--- config.mk ---
export PLATFORM = sky130hd
export DESIGN_NAME = pic_command_regs
export DESIGN_NICKNAME = d
export VERILOG_FILES = /design/src/rtl/pic_command_regs.sv
export SDC_FILE = /design/constraint.sdc
export NUM_CORES = 1
export LEC_CHECK = 0
export ABC_CLOCK_PERIOD_IN_PS = 2300
export BUFFER_PORTS_ARGS = -buffer_cell sky130_fd_sc_hd__buf_2
export CAP_MARGIN = 10
export CORE_UTILIZATION = 53
export DETAILED_ROUTE_END_ITERATION = 10
export PLACE_DENSITY = 0.84
export SLEW_MARGIN = 20
export SYNTH_ARGS = -nofsm -noshare
export SYNTH_HDL_FRONTEND = slang
export SYNTH_SLANG_ARGS = --single-unit
--- constraint.sdc ---
create_clock -name clk -period 2.3 [get_ports clk]
set_input_delay 0.345 -clock clk [delete_from_list [all_inputs] [get_ports clk]]
set_output_delay 0.345 -clock clk [all_outputs]
set_load 0.03 [all_outputs]
--- src/rtl/pic_command_regs.sv ---
// rtl/pic_command_regs.sv - 8259A ICW/OCW command register file and init sequencer
// Synchronises async write strobes, sequences ICW1..ICW4 and decodes OCW1..OCW3.
module pic_command_regs #(
  parameter int         SYNC_STAGES  = 2,
  parameter logic [1:0] RST_READ_SEL = 2'b10
) (
  input  logic       clk,
  input  logic       rst_n,
  input  logic [3:0] icw_strobe,
  input  logic [2:0] ocw_strobe,
  input  logic [7:0] din,
  output logic       init_done,
  output logic [4:0] vector_base,
  output logic       ltim,
  output logic       single_mode,
  output logic [7:0] cascade_id,
  output logic       aeoi,
  output logic [1:0] mstr_buf,
  output logic       sfnm,
  output logic [7:0] imr,
  output logic [1:0] read_command,
  output logic       special_mask,
  output logic       rotate_aeoi,
  output logic       eoi_pulse,
  output logic       eoi_specific,
  output logic       eoi_rotate,
  output logic [2:0] eoi_level,
  output logic       set_prio_pulse,
  output logic       poll_pulse,
  output logic       protocol_err
);

  typedef enum logic [2:0] {UNINIT, W_ICW2, W_ICW3, W_ICW4, READY} state_t;

  state_t state_q, state_d;

  // Data travels through the same synchroniser as the strobes so both stay aligned.
  logic [14:0] sync_q [SYNC_STAGES];
  logic [6:0]  strb_prev_q;
  logic [6:0]  strb_s, rise, win;
  logic [7:0]  d;
  logic        ic4;
  logic        err_c;
  logic        do_icw1, do_icw2, do_icw3, do_icw4, do_ocw1, do_ocw2, do_ocw3;

  always_ff @(posedge clk or negedge rst_n) begin
    if (!rst_n) begin
      for (int i = 0; i < SYNC_STAGES; i++) sync_q[i] <= '0;
      strb_prev_q <= '0;
    end else begin
      sync_q[0] <= {din, ocw_strobe, icw_strobe};
      for (int i = 1; i < SYNC_STAGES; i++) sync_q[i] <= sync_q[i-1];
      strb_prev_q <= strb_s;
    end
  end

  assign strb_s = sync_q[SYNC_STAGES-1][6:0];
  assign d      = sync_q[SYNC_STAGES-1][14:7];
  assign rise   = strb_s & ~strb_prev_q;
  // Bit 0 (ICW1) has highest priority; isolate the lowest set bit.
  assign win    = rise & (~rise + 7'd1);

  assign do_icw1 = win[0];
  assign do_icw2 = win[1] && (state_q == W_ICW2);
  assign do_icw3 = win[2] && (state_q == W_ICW3);
  assign do_icw4 = win[3] && (state_q == W_ICW4);
  assign do_ocw1 = win[4] && (state_q == READY);
  assign do_ocw2 = win[5] && (state_q == READY);
  assign do_ocw3 = win[6] && (state_q == READY);

  always_comb begin
    state_d = state_q;
    err_c   = |(rise & ~win);
    if (win[1] && state_q != W_ICW2) err_c = 1'b1;
    if (win[2] && state_q != W_ICW3) err_c = 1'b1;
    if (win[3] && state_q != W_ICW4) err_c = 1'b1;
    if ((|win[6:4]) && state_q != READY) err_c = 1'b1;
    if (do_icw1) begin
      state_d = W_ICW2;
    end else if (do_icw2) begin
      if (!single_mode) state_d = W_ICW3;
      else if (ic4)     state_d = W_ICW4;
      else              state_d = READY;
    end else if (do_icw3) begin
      state_d = ic4 ? W_ICW4 : READY;
    end else if (do_icw4) begin
      state_d = READY;
    end
  end

  always_ff @(posedge clk or negedge rst_n) begin
    if (!rst_n) state_q <= UNINIT;
    else        state_q <= state_d;
  end

  assign init_done = (state_q == READY);

  always_ff @(posedge clk or negedge rst_n) begin
    if (!rst_n) begin
      vector_base    <= '0;
      ltim           <= 1'b0;
      single_mode    <= 1'b0;
      ic4            <= 1'b0;
      cascade_id     <= '0;
      aeoi           <= 1'b0;
      mstr_buf       <= '0;
      sfnm           <= 1'b0;
      imr            <= '0;
      read_command   <= RST_READ_SEL;
      special_mask   <= 1'b0;
      rotate_aeoi    <= 1'b0;
      eoi_pulse      <= 1'b0;
      eoi_specific   <= 1'b0;
      eoi_rotate     <= 1'b0;
      eoi_level      <= 3'd7;
      set_prio_pulse <= 1'b0;
      poll_pulse     <= 1'b0;
      protocol_err   <= 1'b0;
    end else begin
      eoi_pulse      <= 1'b0;
      eoi_specific   <= 1'b0;
      eoi_rotate     <= 1'b0;
      set_prio_pulse <= 1'b0;
      poll_pulse     <= 1'b0;
      protocol_err   <= err_c;
      if (do_icw1) begin
        ltim         <= d[3];
        single_mode  <= d[1];
        ic4          <= d[0];
        imr          <= '0;
        special_mask <= 1'b0;
        rotate_aeoi  <= 1'b0;
        read_command <= RST_READ_SEL;
        eoi_level    <= 3'd7;
      end
      if (do_icw2) begin
        vector_base <= d[7:3];
        if (single_mode && !ic4) begin
          aeoi     <= 1'b0;
          mstr_buf <= '0;
          sfnm     <= 1'b0;
        end
      end
      if (do_icw3) cascade_id <= d;
      if (do_icw4) begin
        aeoi     <= d[1];
        mstr_buf <= d[3:2];
        sfnm     <= d[4];
      end
      if (do_ocw1) imr <= d;
      if (do_ocw2) begin
        case (d[7:5])
          3'b001: eoi_pulse <= 1'b1;
          3'b011: begin eoi_pulse <= 1'b1; eoi_specific <= 1'b1; eoi_level <= d[2:0]; end
          3'b101: begin eoi_pulse <= 1'b1; eoi_rotate <= 1'b1; end
          3'b111: begin
            eoi_pulse    <= 1'b1;
            eoi_specific <= 1'b1;
            eoi_rotate   <= 1'b1;
            eoi_level    <= d[2:0];
          end
          3'b100: rotate_aeoi <= 1'b1;
          3'b000: rotate_aeoi <= 1'b0;
          3'b110: begin set_prio_pulse <= 1'b1; eoi_level <= d[2:0]; end
          default: ;
        endcase
      end
      if (do_ocw3) begin
        if (d[6:5] == 2'b11)      special_mask <= 1'b1;
        else if (d[6:5] == 2'b10) special_mask <= 1'b0;
        if (d[1]) read_command <= d[1:0];
        if (d[2]) poll_pulse <= 1'b1;
      end
    end
  end

endmodule

Yosys cells after proc, flatten, opt, wreduce, memory -nomap -nowiden
Index checks and enable logic that the tools add are counted.
{"block": "word_totals", "register_bits": 81, "wordCells": 112, "in_bits": 17}
{"block": "op_classes", "reduce_logical": 24, "eq_ne": 16, "bitwise": 6, "mux": 42, "addsub": 1}
{"operator": "$mux W3", "count": 9}
{"operator": "$mux W1", "count": 24}
{"operator": "$and A7 B7 Y7", "count": 3}
{"operator": "$not A7 Y7", "count": 3}
{"operator": "$mux W8", "count": 2}
{"operator": "$eq A3 B3 Y1 const B", "count": 5}
{"operator": "$mux W2", "count": 6}
{"operator": "$logic_and A1 B1 Y1", "count": 11}
{"operator": "$eq A3 B2 Y1 const B", "count": 3}
{"operator": "$add A7 B1 Y7 const B", "count": 1}
{"operator": "$reduce_or A7 Y1", "count": 1}
{"operator": "$eq A3 B1 Y1 const B", "count": 2}
{"operator": "$ne A3 B2 Y1 const B", "count": 2}
{"operator": "$reduce_bool A2 Y1", "count": 3}
{"operator": "$reduce_or A3 Y1", "count": 2}
{"operator": "$eq A2 B2 Y1 const B", "count": 2}
{"operator": "$reduce_bool A4 Y1", "count": 1}
{"operator": "$reduce_or A2 Y1", "count": 2}
{"operator": "$reduce_or A4 Y1", "count": 1}
{"operator": "$logic_not A3 Y1", "count": 1}
{"operator": "$ne A3 B1 Y1 const B", "count": 1}
{"operator": "$ne A3 B3 Y1 const B", "count": 1}
{"operator": "$pmux W1 S2", "count": 1}
{"operator": "$reduce_and A2 Y1", "count": 1}
{"operator": "$logic_not A1 Y1", "count": 1}

Longest topological paths before layout
{"block": "depth", "depth_word": 12, "ltp_mapped": 6, "ltp_nobuf": 6}

Least setup slack after synthesis
Ideal clock, no wire load.
{"block": "synth_timing", "kind": "register to register", "start": "register sync_q, in the netlist strb_s[2]", "end": "register imr[0]", "setup_time_ns": 0.079, "path_stages_with_launch": 6, "path_buffers": 1, "t_arrival_ns": 1.767, "path_slack_ns": 0.454, "synth_period_minus_slack_ns": 1.846, "path_cell_list": "dfrtp_1 nor2b_1 or4_4 buf_6 nor3_4 mux2i_1"}
{"block": "synth_via", "elab_chain_len": 6}
{"item": "start: declaration", "line_no": "38", "rtl": "logic [14:0] sync_q [SYNC_STAGES];"}
{"item": "$and A7 B7 Y7 *", "line_no": "59", "rtl": "assign rise = strb_s & ~strb_prev_q;"}
{"item": "$not A7 Y7 *", "line_no": "61", "rtl": "assign win = rise & (~rise + 7'd1);"}
{"item": "$add A7 B1 Y7 *", "line_no": "61"}
{"item": "$and A7 B7 Y7 *", "line_no": "61"}
{"item": "$logic_and A1 B1 Y1 *", "line_no": "67", "rtl": "assign do_ocw1 = win[4] && (state_q == READY);"}
{"item": "$mux W8 / $reduce_bool A2 Y1 (equally long branches)"}
{"item": "end signal: assignment", "line_no": "108", "rtl": "imr <= '0;"}
{"item": "end signal: assignment", "line_no": "130", "rtl": "imr <= '0;"}
{"item": "end signal: assignment", "line_no": "150", "rtl": "if (do_ocw1) imr <= d;"}
{"item": "end: declaration", "line_no": "20", "rtl": "output logic [7:0] imr,"}
Mark *: on every way between the ends. The rest lies on a longest branch, timed or not.
A chain may end at the register's enable or synchronous reset.

Final worst setup path
{"block": "layout_timing", "start": "register sync_q, in the netlist strb_s[0]", "end": "register imr[0]"}
{"block": "layout_via", "elab_chain_len": 6}
{"item": "$and A7 B7 Y7 *", "line_no": "59"}
{"item": "$not A7 Y7", "line_no": "61"}
{"item": "$add A7 B1 Y7", "line_no": "61"}
{"item": "$and A7 B7 Y7 *", "line_no": "61"}
{"item": "$logic_and A1 B1 Y1", "line_no": "67"}
{"item": "$mux W8 / $reduce_bool A2 Y1 (equally long branches)"}
Marked as above.

==> qor.csv <==
stage;metric;value;unit
finish;nets;303;
setup_path;reg2reg_slack;310;ps
detailed_routing;vias_per_cell;5.37;
placed_design;gp_congestion;0.875;
detailed_routing;wl_per_cell;15.5;um
sta;fmax;503;MHz
yosys;syn_nets;234;
clock_tree;insertion_delay;350;ps
clock_tree;clk_pin_slew;80;ps
job;maxCapViolCount;0;
placed_design;port_buffers;57;
setup_path;slowest_stage;or4_4;
detailed_routing;num_vias;1934;
die;core;5170;sq um
detailed_routing;detail-route-antenna-nets;0;
clock_tree;htreeDepth;3;
sta;skew;6.51;ps
finish;drive_above_1_share;30.7;%
yosys;syn_inst;217;
global_route;grt.total_usage;21.8;%
global_route;grt_max_degree;80;
setup_path;cp_max_fo;10;
outcome;status;complete, no violations;
clock_tree;cts_root_buf;clkbuf_8;
sta;finalCritPeriodShare;86.4;%
finish;diodes;0;
setup_path;path_cells;nor2b_1 > or4_4 > nor3_4 > mux2i_1;
die;io_pins;58;
finish;area_delta_synth_final;22.2;%
die;num_rows;26;
yosys;synth.distinct_cells;34;
placed_design;dp_hpwl;3800;um
yosys;yosysWarningCount;0;
sta;min_period;1990;ps
yosys;synth_seq_area_share;70.6;%
sta;finalMaxSlewViolations;0;
finish;final_util;68.0;%
sta;holdWs;101;ps
sta;slew_headroom;65.9;%
detailed_routing;first_pass_iters;5;
setup_path;r2r_start;strb_s[0]$_DFF_PN0_;
setup_path;reg2reg_depth;4;
setup_path;cp-start-kind;flip-flop;
setup_path;cp-end-kind;flip-flop;
die;die_area;5730;sq um
setup_path;crit_buf_inv;0;
die;dieWidth;75.7;um
power;vdd_drop_max;0.000626;V
global_route;antenna_found_initial;0;
sta;hold_violations;0;
clock_tree;cts_tree;yes;
global_route;grt_overflow;0;
setup_path;critPathRequiredTime;2560;ps
global_route;grt_pass1_vias;1791;
setup_path;timing.rr.end;imr[0]$_DFFE_PN0P_;
setup_path;cp_data_arrival_time;2250;ps
yosys;syn_area_per_cell;13.3;sq um
setup_path;slowest_delay;620;ps
clock_tree;clkSinkCount;81;
setup_path;critPathKind;flip-flop to flip-flop;
detailed_routing;routed_wl;5570;um
setup_path;crit_cells;4;
finish;nFillCells;391;
power;cellLeakagePower;1.70;nW
clock_tree;cts_buffers;9;
sta;fin_setup_tns;0;ps
die;start_util;55.6;%
sta;grt_setup_unrepaired;false;
yosys;synth_seq_cells;81;
setup_path;cpLargestDelayFamily;simple AND/OR/NAND/NOR gates;
clock_tree;clk_path_buf_depth;2;
sta;tightest_slew;509;ps
power;power_density;1020;nW/um^2
power;p_total;3.59;mW
sta;finalSetupViolations;0;
detailed_routing;drcViolationCount;0;
setup_path;critPathLaunch;strb_s[0]$_DFF_PN0_;
global_route;grt_pass1_wl;8640;um
yosys;syn-cell-area;2880;sq um
setup_path;crit_end;imr[0]$_DFFE_PN0P_;
die;fp.dieH;75.7;um
hold_path;hp-class;input port to flip-flop;
detailed_routing;drt_iter0_drc;131;
-- synth_stat cells, drive strengths merged --
library cell | count | area share [%]
dfrtp | 77 | 67
nand2 | 28 | 3.7
mux2i | 14 | 4.9
o21ai | 13 | 2.3
inv | 10 | 1.3
nor2b | 9 | 2.0
nor3 | 7 | 1.8
nand4 | 6 | 1.3
nor2 | 6 | 0.78
nor4 | 6 | 1.3
mux2 | 5 | 2.0
nand2b | 5 | 1.1
a22o | 4 | 1.2
clkbuf | 4 | 0.52
dfstp | 4 | 3.7
nand3 | 3 | 0.52
a2111oi | 1 | 0.30
a211o | 1 | 0.30
a21oi | 1 | 0.17
a221oi | 1 | 0.30
and3 | 1 | 0.22
buf | 1 | 0.39
nand4bb | 1 | 0.39
nor3b | 1 | 0.26
o211ai | 1 | 0.26
o221a | 1 | 0.39
o221ai | 1 | 0.30
o22a | 1 | 0.30
o31a | 1 | 0.30
or3 | 1 | 0.22
or4 | 1 | 0.39
or4b | 1 | 0.35
-- logic make-up (layout without fill, tap and decap cells) --
family | count (synthesis) | after routing | share of synthesized area, %
multiplexers | 19 | 19 | 6.83
buffers and inverters | 15 | 88 | 2.22
AO/OA/AOI/OAI | 26 | 26 | 6.13
AND/OR/NAND/NOR | 76 | 76 | 14.2
flip-flops | 81 | 81 | 70.6
-- worst reg2reg max path, stage by stage, from the launching register on --
cell,delay [ps]
dfrtp_1,390
nor2b_1,160
or4_4,620
nor3_4,480
mux2i_1,250
-- stage by stage --
step | setup WS [ps] | area [sq um] | instances
6_report | 312 | 3520 | 360
5_1_grt | 225 | 3520 | 360
3_5_place_dp | 328 | 3280 | 344
4_1_cts | 322 | 3520 | 360
3_3_place_gp | 407 | 3280 | 344
2_1_floorplan | 454 | 2880 | 217
-- how the worst min path moves through the flow --
stage	from	to	slack [ps]	depth (start not counted)
after floorplan	rst_n	aeoi$_DFFE_PN0P_	50	0
after global placement	rst_n	sync_q[18]$_DFF_PN0_	140	1
after detailed placement	rst_n	sync_q[16]$_DFF_PN0_	150	1
after CTS	din[5]	sync_q[27]$_DFF_PN0_	90	1
after global routing	din[0]	sync_q[22]$_DFF_PN0_	80	1
final	din[2]	sync_q[24]$_DFF_PN0_	100	1
-- registers in the layout (all words and copies together) (netlist names), 2 cells and up --
signal and flops:
strb_prev_q 7, d 8, eoi_level 3, vector_base 5
imr 8, mstr_buf 2, strb_s 7, sync_q 15
read_command 2, cascade_id 8, state_q 3
-- cell usage in the layout, fill, tap and decap left out, types with 2 or more instances in the layout --
| cell | count |
|---|---|
| dfrtp_1 | 77 |
| buf_2 | 56 |
| nand2_1 | 28 |
| mux2i_1 | 14 |
| o21ai_0 | 13 |
| clkbuf_8 | 12 |
| inv_1 | 10 |
| nor2b_1 | 9 |
| nor2_1 | 6 |
| nand4_1 | 6 |
| nor4_1 | 6 |
| nand2b_1 | 5 |
| nor3_1 | 5 |
| mux2_2 | 5 |
| buf_4 | 5 |
| a22o_1 | 4 |
| dfstp_2 | 4 |
| nand3_1 | 3 |
| bufinv_16 | 2 |
-- timing repair --
| action | CTS | global route |
|---|---|---|
| hold buffers | 1 | 0 |
| setup buffers | 0 | 0 |
| hold endpoints to repair | 2 | 0 |
| resized for setup | 0 | 0 |
-- final cells by class --
cell class / instances / area [sq um] / area share (%)
Clock buffer: 13 / 169 / 4.80
Inverter: 10 / 37.5 / 1.07
Multi-Input combinational cell: 121 / 782 / 22.2
Timing Repair Buffer: 63 / 348 / 9.89
Clock inverter: 2 / 60.1 / 1.71
Tap cell: 70 / 87.6 / 2.49
Sequential cell: 81 / 2030 / 57.8
-- metal layers --
layer  wire length, um  GRT usage, %  vias up
li1                  -             -      888
met1              2580          30.8      957
met2              2580          31.2       73
met3               267          5.95       16
met4               136          11.9        0
met5                 0             0        -
-- report_power, final --
part / switching (mW) / leakage [nW] / internal, mW
logic: 0.471 / 0.581 / 0.241
registers: 0.116 / 0.999 / 1.60
clock network: 0.464 / 0.116 / 0.695
(Power assumes the default switching activity.)
